<file path="config.mk">
export PLATFORM = sky130hd
export DESIGN_NAME = set_input_ctrl
export DESIGN_NICKNAME = d
export VERILOG_FILES = /design/src/rtl/set_input_ctrl.sv
export SDC_FILE = /design/constraint.sdc
export NUM_CORES = 1
export LEC_CHECK = 0
export CAP_MARGIN = 20
export CORE_MARGIN = 5
export CORE_UTILIZATION = 58
export DETAILED_ROUTE_END_ITERATION = 12
export GPL_ROUTABILITY_DRIVEN = 0
export PLACE_DENSITY_LB_ADDON = 0.15
export SLEW_MARGIN = 20
export SYNTH_ARGS = -nofsm -noshare
export SYNTH_HDL_FRONTEND = slang
export SYNTH_SLANG_ARGS = --single-unit
</file>
<file path="constraint.sdc">
create_clock -name clk -period 2.97 [get_ports clk]
set_input_delay 0.891 -clock clk [delete_from_list [all_inputs] [get_ports clk]]
set_output_delay 0.891 -clock clk [all_outputs]
set_load 0.01 [all_outputs]
</file>
<file path="src/rtl/set_input_ctrl.sv">
// ============================================================================
// set_input_ctrl
// ----------------------------------------------------------------------------
// Front-end conditioning for the digital clock's five manual buttons.
// Each raw button is passed through a 2-flop synchronizer and a debouncer. A
// 0->1 transition of the debounced level is a press event. Press events drive
// a RUN / SET_TIME / SET_ALARM mode machine, the alarm-enable toggle, and two
// independent advance channels (minutes, hours). Each advance channel emits
// a single-cycle pulse on a press and auto-repeats while the button is held.
//
// Parameters:
//   DB_CYCLES  consecutive synchronized cycles a new level must persist (>=1)
//   RPT_DELAY  cycles from the first advance pulse to the first repeat (>=2)
//   RPT_RATE   cycles between repeat pulses (>=2, and <= RPT_DELAY; a larger
//              value degrades to a repeat period of RPT_DELAY)
//
// Ports:
//   clk            in   single clock, rising edge
//   rst            in   asynchronous active-high reset
//   btn_timeset    in   raw asynchronous button, active high
//   btn_alarmset   in   raw asynchronous button, active high
//   btn_minadv     in   raw asynchronous button, active high
//   btn_hrsadv     in   raw asynchronous button, active high
//   btn_alarmon    in   raw asynchronous button, active high
//   Timeset        out  high while the mode is SET_TIME
//   Alarmset       out  high while the mode is SET_ALARM
//   Minadv         out  one-cycle minute-advance pulse
//   Hrsadv         out  one-cycle hour-advance pulse
//   Alarmon        out  alarm-enable level, toggled by each alarmon press
//
// All outputs come straight from flops; no combinational path exists from
// any btn_* input to an output.
// ============================================================================
module set_input_ctrl #(
    parameter int DB_CYCLES = 4,
    parameter int RPT_DELAY = 8,
    parameter int RPT_RATE  = 2
) (
    input  logic clk,
    input  logic rst,
    input  logic btn_timeset,
    input  logic btn_alarmset,
    input  logic btn_minadv,
    input  logic btn_hrsadv,
    input  logic btn_alarmon,
    output logic Timeset,
    output logic Alarmset,
    output logic Minadv,
    output logic Hrsadv,
    output logic Alarmon
);

    // ------------------------------------------------------------------------
    // Constants
    // ------------------------------------------------------------------------
    localparam int NBTN = 5;
    localparam int B_TS = 0;
    localparam int B_AS = 1;
    localparam int B_MN = 2;
    localparam int B_HR = 3;
    localparam int B_AO = 4;

    // Debounce counter: counts up to DB_CYCLES-1, then accepts the new level.
    localparam int             CW      = $clog2(DB_CYCLES + 1);
    localparam logic [CW-1:0]  DB_LAST = CW'(DB_CYCLES - 1);
    localparam logic [CW-1:0]  DB_ZERO = {CW{1'b0}};

    // Hold counter: the pulse fires when the counter reaches RPT_DELAY-1.
    // After the first pulse it restarts at RPT_DELAY-RPT_RATE so that later
    // pulses come every RPT_RATE cycles with the same compare value.
    localparam int             HW          = $clog2(RPT_DELAY + 1);
    localparam int             RELOAD_INT  = (RPT_RATE <= RPT_DELAY) ?
                                             (RPT_DELAY - RPT_RATE) : 32'sd0;
    localparam logic [HW-1:0]  HCNT_LAST   = HW'(RPT_DELAY - 1);
    localparam logic [HW-1:0]  HCNT_RELOAD = HW'(RELOAD_INT);
    localparam logic [HW-1:0]  HCNT_ZERO   = {HW{1'b0}};

    typedef enum logic [1:0] {
        MODE_RUN       = 2'd0,
        MODE_SET_TIME  = 2'd1,
        MODE_SET_ALARM = 2'd2
    } mode_t;

    // ------------------------------------------------------------------------
    // Signals
    // ------------------------------------------------------------------------
    logic [NBTN-1:0] raw_s;        // raw buttons, bit order = B_* indices
    logic [NBTN-1:0] press_s;      // one-cycle press events
    logic [1:0]      adv_level_s;  // debounced level of minadv (0) / hrsadv (1)
    logic [1:0]      adv_press_s;  // press event of minadv (0) / hrsadv (1)
    logic [1:0]      adv_pulse_s;  // registered advance pulses

    mode_t           mode_r;
    mode_t           mode_nxt_s;
    logic            in_set_s;
    logic            mode_change_s;

    assign raw_s = {btn_alarmon, btn_hrsadv, btn_minadv, btn_alarmset, btn_timeset};

    // ------------------------------------------------------------------------
    // Per-button synchronizer, debouncer and press detector
    // ------------------------------------------------------------------------
    for (genvar i = 0; i < NBTN; i++) begin : g_db
        logic          sync1_r;
        logic          sync2_r;
        logic          stable_r;
        logic          stable_q_r;
        logic [CW-1:0] cnt_r;

        // Synchronize the raw input and accept a new level only after it has
        // differed from the accepted level for DB_CYCLES consecutive cycles.
        always_ff @(posedge clk or posedge rst) begin
            if (rst) begin
                sync1_r    <= 1'b0;
                sync2_r    <= 1'b0;
                stable_r   <= 1'b0;
                stable_q_r <= 1'b0;
                cnt_r      <= DB_ZERO;
            end else begin
                sync1_r    <= raw_s[i];
                sync2_r    <= sync1_r;
                stable_q_r <= stable_r;
                if (sync2_r == stable_r) begin
                    cnt_r <= DB_ZERO;
                end else if (cnt_r == DB_LAST) begin
                    stable_r <= sync2_r;
                    cnt_r    <= DB_ZERO;
                end else begin
                    cnt_r <= cnt_r + CW'(1);
                end
            end
        end

        // Releases produce no event; only the rising edge of the level counts.
        assign press_s[i] = stable_r & ~stable_q_r;

        if ((i == B_MN) || (i == B_HR)) begin : g_adv_tap
            assign adv_level_s[i - B_MN] = stable_r;
        end
    end

    assign adv_press_s = press_s[B_HR:B_MN];

    // ------------------------------------------------------------------------
    // Mode machine
    // ------------------------------------------------------------------------
    // Next-mode decode; a timeset press outranks a simultaneous alarmset press.
    always_comb begin
        mode_nxt_s = mode_r;
        case (mode_r)
            MODE_RUN: begin
                if (press_s[B_TS]) begin
                    mode_nxt_s = MODE_SET_TIME;
                end else if (press_s[B_AS]) begin
                    mode_nxt_s = MODE_SET_ALARM;
                end else begin
                    mode_nxt_s = MODE_RUN;
                end
            end
            MODE_SET_TIME: begin
                if (press_s[B_TS]) begin
                    mode_nxt_s = MODE_RUN;
                end else if (press_s[B_AS]) begin
                    mode_nxt_s = MODE_SET_ALARM;
                end else begin
                    mode_nxt_s = MODE_SET_TIME;
                end
            end
            MODE_SET_ALARM: begin
                if (press_s[B_TS]) begin
                    mode_nxt_s = MODE_SET_TIME;
                end else if (press_s[B_AS]) begin
                    mode_nxt_s = MODE_RUN;
                end else begin
                    mode_nxt_s = MODE_SET_ALARM;
                end
            end
            default: begin
                mode_nxt_s = MODE_RUN;
            end
        endcase
    end

    assign in_set_s      = (mode_r == MODE_SET_TIME) || (mode_r == MODE_SET_ALARM);
    assign mode_change_s = (mode_nxt_s != mode_r);

    // Mode register with registered mode levels and the alarm-enable toggle.
    // The levels are decoded from the next mode so they change on the same
    // edge as the mode itself.
    always_ff @(posedge clk or posedge rst) begin
        if (rst) begin
            mode_r   <= MODE_RUN;
            Timeset  <= 1'b0;
            Alarmset <= 1'b0;
            Alarmon  <= 1'b0;
        end else begin
            mode_r   <= mode_nxt_s;
            Timeset  <= (mode_nxt_s == MODE_SET_TIME);
            Alarmset <= (mode_nxt_s == MODE_SET_ALARM);
            if (press_s[B_AO]) begin
                Alarmon <= ~Alarmon;
            end
        end
    end

    // ------------------------------------------------------------------------
    // Advance channels (0 = minutes, 1 = hours), identical and independent
    // ------------------------------------------------------------------------
    for (genvar j = 0; j < 2; j++) begin : g_adv
        logic          armed_r;
        logic          pulse_r;
        logic [HW-1:0] hcnt_r;

        // Press in a setting mode emits the first pulse and arms repeat.
        // Any mode change or a debounced release disarms; only a new press
        // can re-arm, so a button held across a mode change stays silent.
        always_ff @(posedge clk or posedge rst) begin
            if (rst) begin
                armed_r <= 1'b0;
                pulse_r <= 1'b0;
                hcnt_r  <= HCNT_ZERO;
            end else begin
                pulse_r <= 1'b0;
                if (adv_press_s[j] && in_set_s) begin
                    pulse_r <= 1'b1;
                    armed_r <= ~mode_change_s;
                    hcnt_r  <= HCNT_ZERO;
                end else if (mode_change_s || !adv_level_s[j]) begin
                    armed_r <= 1'b0;
                    hcnt_r  <= HCNT_ZERO;
                end else if (armed_r) begin
                    if (hcnt_r == HCNT_LAST) begin
                        pulse_r <= 1'b1;
                        hcnt_r  <= HCNT_RELOAD;
                    end else begin
                        hcnt_r <= hcnt_r + HW'(1);
                    end
                end else begin
                    hcnt_r <= HCNT_ZERO;
                end
            end
        end

        assign adv_pulse_s[j] = pulse_r;
    end

    assign Minadv = adv_pulse_s[0];
    assign Hrsadv = adv_pulse_s[1];

endmodule

</file>
==> impl_metrics.toml, run 1 <==
[worst_setup_path]
critical_path.top_delay_family = "simple AND/OR/NAND/NOR gates"
setup.reg_to_reg.worst_slack_ps = 490
r2r-end = "g_adv[0].hcnt_r[0]"
critPathLaunchType = "flip-flop"
cp_slowest_cell = "sky130_fd_sc_hd__or4b_4"
worst-path-max-fanout = 10
path_cells = "inv_1 > ha_1 > nor4b_4 > a2111oi_4 > nor2_2 > or4b_4 > nor4_4"
worst_ep_arrival_time_ps = 2760
max_stage_delay_ps = 630
critPathKind = "flip-flop to flip-flop"
ff2ff_path_depth = 7
critical_path.reg2reg.startpoint = "mode_r[1]"
wp_data_required_ps = 3250
cp_num_buf_inv = 1
cp-end-kind = "flip-flop"

[global_route]
grt_start_max_net_pins = 53
initial_antenna_violation_count = 0
grt_usage_pct = 14.04
grt_pass1_vias = 1258
grt_first_pass_wirelength_um = 5395
globalRoute.totalOverflow = 0

[route]
dr_wl_met2_um = 1563
initialDrtViolationCount = 80
detail_route.wirelength_um = 3160
route.detailed.wl_per_inst_um = 14.23
via_count = 1222
met3WireLength_um = 141
vias_per_cell = 5.505
detail_route.first_pass.iterations = 4
highest_layer = "met4"
number_of_design_rule_violations_left_after_detail_routing = 0
drtAntennaViolNets = 0
detailed_route_wire_length_on_metal_1_um = 1361

[sta]
fin_crit_sh_pct = 83.55
tns_ps = 0
worst-slew-pin-transition_ps = 405.5
worst_clock_skew_ps = 9.713
maxClockFrequency_ghz = 0.4030
timing.hold.ws_ps = 366.8
report.final.slew_viol_count = 0
slew_headroom_pct = 72.96
rsz0062_at_grt = "no"
final_hold_viol_count = 0
finalWorstPathRequiredPeriod_ps = 2481
finalSetupViolCount = 0

[clocking]
cts.clk_slew.worst_paths_ps = 140
clock_sinks = 52
cts-hold-fix-buffers = 0
htree_levels = 2
cts_tree = "built"
post_cts_buffers = 0
clk_root_buf = "sky130_fd_sc_hd__clkbuf_4"
ctsResizeCount = 0
cts_inserted_buffers = 5
clockBufferDepth = 2
insertion_delay_ps = 360

[yosys]
proportion_of_synthesized_chip_area_in_sequential_cells_pct = 61.87
post_synth_cell_types = 29
synth_warnings = 0
fraction_of_post_synthesis_cell_area_in_the_top_cell_type_by_area_pct = 61.87
synth_nets = 175
ys.flop_type = "sky130_fd_sc_hd__dfrtp_1"
yosys.cell_count.top_type = "sky130_fd_sc_hd__dfrtp_1"
ys_async_sr_fraction_pct = 100.0
synthCells = 157
netlist_area_um2 = 2103
synth_seq_cells = 52
synth_commonest_cells = "52 x sky130_fd_sc_hd__dfrtp_1, 14 x sky130_fd_sc_hd__nor3_1, 11 x sky130_fd_sc_hd__ha_1"
synth_area_leader_cell = "sky130_fd_sc_hd__dfrtp_1"
synth.avg_cell_area_um2 = 13.40
synth_enable_flop_cells = 0
synth_top_cells_by_area = "sky130_fd_sc_hd__dfrtp_1 62%, sky130_fd_sc_hd__ha_1 6.5%, sky130_fd_sc_hd__nor3_1 3.3%"

[pwr]
final_total_power_mw = 2.086
p_sw_share_pct = 34.57
power.share.sequential_pct = 49.0
comb_power_share_pct = 35.7
power_frac_clock_pct = 15.3
switching_power_mw = 0.7213
internal_power_mw = 1.365
power-per-cell-area_nw_per_um2 = 892.2
peakVddDrop_v = 0.0004222
static-leakage-power_nw = 1.048

[finish]
final_cell_area_excluding_filler_cells_um2 = 2338
post_layout_nonfiller_instances = 222
finalNetCount = 193
antenna_cells_inserted = 0
flow.area_growth_from_synthesis_pct = 11.18
layout.filler_cells = 248
drive_above_1_share_pct = 12.50

[min_path]
whs_path_depth = 0
worst_hold_path_type = "flip-flop to flip-flop"
worst_hold_path.endpoint = "g_db[3].sync2_r"
hold_start = "g_db[3].sync1_r"

[placed_design]
io_buffers = 11
place.detailed.hpwl_um = 2320
placed_cells = 214
dpl-instance-area_um2 = 2280

[status]
outcome = "finished clean"

[die]
dieWidth_um = 70.22
design.core.area_um2 = 3416
die_h_um = 70.22
fp.dieArea_um2 = 4931
pin_count = 12
std_cell_rows = 21
start_util_pct = 61.58

[job]
maxCapViolCount = 0
-- sequential cells by signal (all words and copies together) (netlist names) --
register,cells
Minadv,1
Alarmset,1
g_db.stable_r,5
g_adv.hcnt_r,8
Alarmon,1
g_db.sync2_r,5
g_db.sync1_r,5
g_db.stable_q_r,5
Timeset,1
mode_r,2
Hrsadv,1
g_db.cnt_r,15
g_adv.armed_r,2
-- cell type report --
type	count	area, µm²	area share, %
clock buffer	8	58.81	2.515
multi-input combinational	99	772.0	33.01
sequential	52	1301	55.64
timing repair buffer	12	130.1	5.564
inverter	5	18.77	0.8026
tap	46	57.56	2.461
-- kinds of logic (layout without fill, tap and decap cells) --
logic type | Yosys count | count (layout) | share of synthesized area [%]
and+or+nand+nor | 63 | 63 | 19.87
DFF | 52 | 52 | 61.87
AOI/OAI and AO/OA | 14 | 14 | 5.116
adders and majority gates | 11 | 11 | 6.544
xor gates and xnor gates | 6 | 6 | 2.498
buffers and inverters | 6 | 25 | 1.428
muxes | 5 | 5 | 2.677
-- power groups by stage --
stage	clock [mW]	sequential [mW]	combinational [mW]
after floorplan	0	1.02	0.584
after global placement	0	1.02	0.691
after detailed placement	0	1.04	0.747
after CTS	0.330	1.02	0.752
after global routing	0.351	1.05	0.815
final	0.320	1.02	0.744
-- stage by stage --
| stage | utilization, % | worst slack (ps) |
|---|---|---|
| 2_1_floorplan | - | 708.3 |
| 3_3_place_gp | 66.74 | 685.3 |
| 3_5_place_dp | 66.74 | 559.1 |
| 4_1_cts | 68.46 | 524.6 |
| 5_1_grt | 68.46 | 397.1 |
| 6_report | 68.46 | 488.7 |
-- worst max path at each step --
stage	startpoint	to	cells after the start
floorplan	mode_r[1]	g_adv[1].hcnt_r[0]	8
global placement	mode_r[1]	g_adv[0].hcnt_r[0]	7
detailed placement	mode_r[1]	g_adv[0].hcnt_r[0]	7
CTS	mode_r[1]	g_adv[0].hcnt_r[0]	7
global route	mode_r[1]	g_adv[0].hcnt_r[0]	7
finish	mode_r[1]	g_adv[0].hcnt_r[0]	7
-- layout by cell type, fill, tap and decap left out --
master	n
sky130_fd_sc_hd__and2_2	1
sky130_fd_sc_hd__o21bai_1	1
sky130_fd_sc_hd__ha_1	11
sky130_fd_sc_hd__and2b_1	1
sky130_fd_sc_hd__a2111oi_4	1
sky130_fd_sc_hd__nor4b_4	1
sky130_fd_sc_hd__nand2b_4	1
sky130_fd_sc_hd__o41ai_1	2
sky130_fd_sc_hd__nor4_4	2
sky130_fd_sc_hd__nor2_1	8
sky130_fd_sc_hd__nor3_1	14
sky130_fd_sc_hd__clkbuf_1	2
sky130_fd_sc_hd__or2_2	1
sky130_fd_sc_hd__nor2b_1	9
sky130_fd_sc_hd__inv_2	1
sky130_fd_sc_hd__nand3b_1	3
sky130_fd_sc_hd__buf_12	1
sky130_fd_sc_hd__nand2_1	4
sky130_fd_sc_hd__xnor2_1	6
sky130_fd_sc_hd__inv_1	4
sky130_fd_sc_hd__mux2_2	5
sky130_fd_sc_hd__nand3_1	6
sky130_fd_sc_hd__nor2_2	1
sky130_fd_sc_hd__a21oi_1	3
sky130_fd_sc_hd__or4b_4	1
sky130_fd_sc_hd__nor3b_1	8
sky130_fd_sc_hd__clkdlybuf4s50_1	11
sky130_fd_sc_hd__clkbuf_4	5
sky130_fd_sc_hd__dfrtp_1	52
sky130_fd_sc_hd__nand2b_1	2
sky130_fd_sc_hd__a21o_1	1
sky130_fd_sc_hd__o21ai_0	5
sky130_fd_sc_hd__a211oi_1	1
sky130_fd_sc_hd__clkbuf_8	1
-- routing by layer --
layer	up-vias	track usage [%]
met5	-	0
met4	0	7.234
met3	10	4.448
li1	583	-
met1	599	15.81
met2	30	23.70
Note: power is estimated with default switching activity, not from simulation.
==> run 2: changes to the inputs <==
--- a/config.mk
+++ b/config.mk
@@ -7,7 +7,7 @@
 export LEC_CHECK = 0
 export CAP_MARGIN = 20
 export CORE_MARGIN = 5
-export CORE_UTILIZATION = 58
+export CORE_UTILIZATION = 52
 export DETAILED_ROUTE_END_ITERATION = 12
 export GPL_ROUTABILITY_DRIVEN = 0
 export PLACE_DENSITY_LB_ADDON = 0.15
==> constraint.sdc (replaced) <==
create_clock -name clk -period 2.1 [get_ports clk]
set_input_delay 0.63 -clock clk [delete_from_list [all_inputs] [get_ports clk]]
set_output_delay 0.63 -clock clk [all_outputs]
set_load 0.01 [all_outputs]
==> impl_metrics.toml, run 2 (synthesized netlist as in run 1, its figures left out) <==
[die]
design.core.area_um2 = 3971
die_h_um = 73.60
pin_count = 12
fp.dieArea_um2 = 5417
std_cell_rows = 23
start_util_pct = 52.96
dieWidth_um = 73.60

[worst_setup_path]
timing.critical_path.from = "mode_r[0]"
path_cells = "inv_4 > ha_4 > nor4b_4 > a2111oi_4 > nor2_2 > or4b_4 > nor3_1"
cp-end-kind = "flip-flop"
worst_ep_arrival_time_ps = 2350
cp_num_buf_inv = 1
cp_slowest_cell = "sky130_fd_sc_hd__or4b_4"
critical_path.top_delay_family = "simple AND/OR/NAND/NOR gates"
critPathKind = "flip-flop to flip-flop"
critical_path.reg2reg.startpoint = "mode_r[0]"
max_stage_delay_ps = 590
worst-path-max-fanout = 5
wp_data_required_ps = 2310
critPathLaunchType = "flip-flop"

[pwr]
power.share.sequential_pct = 43.3
power_frac_clock_pct = 15.8
p_sw_share_pct = 33.16
power-per-cell-area_nw_per_um2 = 1298
comb_power_share_pct = 40.9
static-leakage-power_nw = 1.127
peakVddDrop_v = 0.0006154
final_total_power_mw = 3.308
internal_power_mw = 2.211
switching_power_mw = 1.097

[finish]
max_reg_flops = 15
antenna_cells_inserted = 0
flow.area_growth_from_synthesis_pct = 21.12
registers_with_the_most_flip_flops = "g_db.cnt_r: 15 flops, g_adv.hcnt_r: 8 flops"
final_cell_mix = "51 x sky130_fd_sc_hd__dfrtp_1, 13 x sky130_fd_sc_hd__buf_4, 11 x sky130_fd_sc_hd__clkdlybuf4s50_1, 9 x sky130_fd_sc_hd__nor3_1, 9 x sky130_fd_sc_hd__nor2b_1"
drive_above_1_share_pct = 25.79
multi_input_comb_area_um2 = 852.1
registers.top_by_ff_count = "g_db.cnt_r"
sequential_cell_area_um2 = 1303
layout.filler_cells = 327
most_frequent_standard_cell_in_the_layout_excluding_fill_and_tap_cells = "sky130_fd_sc_hd__dfrtp_1"
finalNetCount = 207
post_layout_nonfiller_instances = 240

[sta]
slew_headroom_pct = 76.38
maxClockFrequency_ghz = 0.4666
tns_ps = -135.6
final_hold_viol_count = 0
post-route-worst-setup-slack_ps = -43.07
fin_crit_sh_pct = 102.1
worst_clock_skew_ps = 4.910
finalWorstPathRequiredPeriod_ps = 2143
rsz0062_at_grt = "yes"
timing.hold.ws_ps = 354.4
finalSetupViolCount = 6
report.final.slew_viol_count = 0
worst-slew-pin-transition_ps = 354.3

[route]
detail_route.wirelength_um = 3228
detail_route.first_pass.iterations = 4
via_count = 1261
initialDrtViolationCount = 62
drtAntennaViolNets = 0
vias_per_cell = 5.254
number_of_design_rule_violations_left_after_detail_routing = 0
route.detailed.wl_per_inst_um = 13.45

[global_route]
grt_first_pass_wirelength_um = 5602
grt_usage_pct = 13.78
grt_start_max_net_pins = 53
grt_pass1_vias = 1340
initial_antenna_violation_count = 0
globalRoute.totalOverflow = 0

[clocking]
cts.clk_slew.worst_paths_ps = 80
insertion_delay_ps = 290
htree_levels = 2
cts-hold-fix-buffers = 0
clock_sinks = 52
cts_inserted_buffers = 5
clockBufferDepth = 2
clk_root_buf = "sky130_fd_sc_hd__clkbuf_8"
cts_tree = "built"

[min_path]
hold_start = "g_db[1].sync1_r"
worst_hold_path_type = "flip-flop to flip-flop"

[placed_design]
place.detailed.hpwl_um = 2251
io_buffers = 11
placed_cells = 226

[status]
violations = "negative setup slack"
outcome = "finished with violations"

[job]
maxCapViolCount = 0
run 2: cell types whose count changed in the layout (fill, tap and decap cells not counted), moves of 2 or more:
cell and change:
sky130_fd_sc_hd__ha_4 +3, sky130_fd_sc_hd__nor3_2 +5, sky130_fd_sc_hd__ha_1 -4, sky130_fd_sc_hd__clkbuf_8 +4, sky130_fd_sc_hd__clkbuf_4 -5, sky130_fd_sc_hd__inv_1 -3
sky130_fd_sc_hd__buf_4 +13, sky130_fd_sc_hd__inv_2 +2, sky130_fd_sc_hd__nor3_1 -5
run 2: per-layer routing:
| metal | track usage (%) | up-vias | routed length, µm |
|---|---|---|---|
| met5 | 0 | - | 0 |
| met4 | 6.237 | 0 | 70 |
| met3 | 4.241 | 9 | 109 |
| met2 | 24.11 | 19 | 1638 |
| met1 | 15.20 | 620 | 1408 |
| li1 | - | 613 | - |
run 2: worst paths after layout:
kind / end / slack (ps) / cells past startpoint
max reg2reg: g_adv[0].hcnt_r[2] / -40 / 7
max: g_adv[0].hcnt_r[2] / -40 / 7
min: g_db[1].sync2_r / 350 / 0
min in group asynchronous: g_db[4].sync2_r / 700 / 3
min reg2reg: g_db[1].sync2_r / 350 / 0
max in group asynchronous: mode_r[0] / 1170 / 3
run 2: cell type report:
| cell class | instances | share of cell area, % |
|---|---|---|
| Tap cell | 50 | 2.456 |
| Sequential cell | 52 | 51.13 |
| Timing Repair Buffer | 25 | 8.939 |
| Inverter | 5 | 0.8350 |
| Clock buffer | 7 | 2.996 |
| Multi-Input combinational cell | 100 | 33.45 |
| Clock inverter | 1 | 0.1965 |
run 2: timing repair:
| action | CTS | global route |
|---|---|---|
| gates cloned | 1 | 0 |
| pin swaps | 6 | 0 |
| setup endpoints to repair | 8 | 10 |
| gates resized for setup | 5 | 4 |
| setup buffers | 4 | 1 |
run 2: stage by stage:
step	area, µm²	setup slack (ps)	util [%]
after floorplan	2136	-41.68	-
after global routing	2547	-143.6	64.15
after detailed placement	2377	-108.7	59.86
after global placement	2377	-23.63	59.86
final	2547	-43.07	64.15
after CTS	2520	-40.96	63.45
run 2: worst register-to-register path, cell delays in order, from the launching register on:
cell,delay [ps]
sky130_fd_sc_hd__dfrtp_2,460
sky130_fd_sc_hd__inv_4,90
sky130_fd_sc_hd__ha_4,150
sky130_fd_sc_hd__nor4b_4,50
sky130_fd_sc_hd__a2111oi_4,400
sky130_fd_sc_hd__nor2_2,90
sky130_fd_sc_hd__or4b_4,590
sky130_fd_sc_hd__nor3_1,220
run 2: power groups by stage:
stage / Clock, mW / Sequential (mW) / Combinational (mW)
2_1_floorplan: 0 / 1.45 / 0.856
5_1_grt: 0.597 / 1.46 / 1.48
3_5_place_dp: 0 / 1.46 / 1.19
6_report: 0.523 / 1.43 / 1.35
4_1_cts: 0.551 / 1.43 / 1.33
3_3_place_gp: 0 / 1.44 / 1.13
==> run 3: changes to the inputs <==
--- a/config.mk
+++ b/config.mk
@@ -7,7 +7,7 @@
 export LEC_CHECK = 0
 export CAP_MARGIN = 20
 export CORE_MARGIN = 5
-export CORE_UTILIZATION = 52
+export CORE_UTILIZATION = 35
 export DETAILED_ROUTE_END_ITERATION = 12
 export GPL_ROUTABILITY_DRIVEN = 0
 export PLACE_DENSITY_LB_ADDON = 0.15
==> impl_metrics.toml, run 3 (synthesized netlist as in run 1, its figures left out) <==
[status]
outcome = "finished with violations"
violations = "negative setup slack"

[finish]
drive_above_1_share_pct = 28.50
post_layout_nonfiller_instances = 268
final_cell_area_excluding_filler_cells_um2 = 2648
most_frequent_standard_cell_in_the_layout_excluding_fill_and_tap_cells = "sky130_fd_sc_hd__dfrtp_1"
antenna_cells_inserted = 0
max_reg_flops = 15
finalNetCount = 210
final_cell_mix = "51 x sky130_fd_sc_hd__dfrtp_1, 12 x sky130_fd_sc_hd__buf_4, 11 x sky130_fd_sc_hd__clkdlybuf4s50_1, 9 x sky130_fd_sc_hd__nor2b_1"
registers_with_the_most_flip_flops = "g_db.cnt_r: 15 flops, g_adv.hcnt_r: 8 flops"
registers.top_by_ff_count = "g_db.cnt_r"
flow.area_growth_from_synthesis_pct = 25.88
finish.utilization_pct = 44.98

[pwr]
power_frac_clock_pct = 16.4
static-leakage-power_nw = 1.154
switching_power_mw = 1.177
power.share.sequential_pct = 41.0
peakVddDrop_v = 0.0005130
comb_power_share_pct = 42.5
power-per-cell-area_nw_per_um2 = 1319
p_sw_share_pct = 33.70
internal_power_mw = 2.316

[clocking]
cts.clk_slew.worst_paths_ps = 90
htree_levels = 2
clockBufferDepth = 2
clock_sinks = 52
cts_inserted_buffers = 5
cts_tree = "built"
clk_root_buf = "sky130_fd_sc_hd__clkbuf_8"
cts-hold-fix-buffers = 0
insertion_delay_ps = 300

[sta]
slew_headroom_pct = 74.95
report.final.slew_viol_count = 0
final_hold_viol_count = 0
worst_clock_skew_ps = 4.499
worst-slew-pin-transition_ps = 375.3
maxClockFrequency_ghz = 0.4727
timing.hold.ws_ps = 355.0
fin_crit_sh_pct = 100.7
finalWorstPathRequiredPeriod_ps = 2116
rsz0062_at_grt = "yes"
post-route-worst-setup-slack_ps = -15.67
finalSetupViolCount = 2

[route]
number_of_design_rule_violations_left_after_detail_routing = 0
drtAntennaViolNets = 0
vias_per_cell = 4.791
initialDrtViolationCount = 49
detail_route.wirelength_um = 3643
route.detailed.wl_per_inst_um = 13.59
detail_route.first_pass.iterations = 4
via_count = 1284

[die]
fp.dieArea_um2 = 7660
dieWidth_um = 87.52
pin_count = 12
std_cell_rows = 28
start_util_pct = 35.74
design.core.area_um2 = 5886
die_h_um = 87.52

[global_route]
grt_usage_pct = 10.46
globalRoute.totalOverflow = 0
initial_antenna_violation_count = 0
grt_first_pass_wirelength_um = 6099
grt_pass1_vias = 1359
grt_start_max_net_pins = 24

[worst_setup_path]
cp-end-kind = "flip-flop"
max_stage_delay_ps = 590
critPathKind = "flip-flop to flip-flop"
path_cells = "ha_4 > nor4b_4 > a2111oi_4 > and2_4 > or4b_4 > buf_6 > nor2_1"
cp_slowest_cell = "sky130_fd_sc_hd__or4b_4"
worst-path-max-fanout = 5
critPathLaunchType = "flip-flop"
worst_ep_arrival_time_ps = 2350
wp_data_required_ps = 2340

[placed_design]
dpl-instance-area_um2 = 2444
io_buffers = 11
place.detailed.hpwl_um = 2568
placed_cells = 254

[job]
maxCapViolCount = 0

[min_path]
worst_hold_path_type = "flip-flop to flip-flop"
[run 3: power groups by stage]
stage / combinational, mW / clock [mW] / sequential, mW
after floorplan: 0.856 / 0 / 1.45
final: 1.49 / 0.574 / 1.43
after global placement: 1.18 / 0 / 1.44
after detailed placement: 1.23 / 0 / 1.45
after CTS: 1.44 / 0.602 / 1.43
after global routing: 1.61 / 0.641 / 1.47
[run 3: critical path: cells and delay by family, from the launching register on]
kind            cells  cell delay, ps
compound gates      1              70
fa+ha+maj           1             190
buf+inv             1             160
flops               1             470
simple gates        4            1170
[run 3: layout make-up]
type	instances	area, µm²
fill	554	3238
inverter	5	23.77
multi-input combinational	100	863.3
sequential	52	1303
timing repair buffer	28	274.0
clock buffer	8	90.09
tap	75	93.84
[run 3: timing repair]
item	CTS	global route
resized for setup	11	5
cloned	1	0
setup buffers	4	1
endpoints found under the setup margin	8	10
pin swaps	14	8
[run 3: per-layer routing]
| metal | track usage [%] | wire (µm) | vias to the layer above | part of all wire [%] |
|---|---|---|---|---|
| met5 | 0 | 0 | - | 0 |
| met4 | 5.300 | 67 | 0 | 1.8 |
| met3 | 3.406 | 129 | 6 | 3.5 |
| met2 | 17.12 | 1847 | 16 | 51 |
| met1 | 12.28 | 1598 | 641 | 44 |
| li1 | - | - | 621 | - |
[run 3: final timing paths]
kind                       slack (ps)            start                 end  depth (start not counted)
min reg2reg                       350  g_db[2].sync1_r     g_db[2].sync2_r                          0
min in group asynchronous         620              rst  g_adv[1].hcnt_r[0]                          2
max                               -20        mode_r[0]    g_adv[1].armed_r                          7
max reg2reg                       -20        mode_r[0]    g_adv[1].armed_r                          7
min                               350  g_db[2].sync1_r     g_db[2].sync2_r                          0
max in group asynchronous        1040              rst    g_db[3].cnt_r[1]                          3
[run 3: metrics by stage]
step	total power [mW]	setup slack (ps)	setup TNS, ps
3_3_place_gp	2.623	-45.08	-73.09
6_report	3.493	-15.67	-17.23
2_1_floorplan	2.306	-41.68	-41.68
3_5_place_dp	2.686	-116.1	-522.7
5_1_grt	3.715	-82.41	-343.4
4_1_cts	3.479	-80.63	-324.4
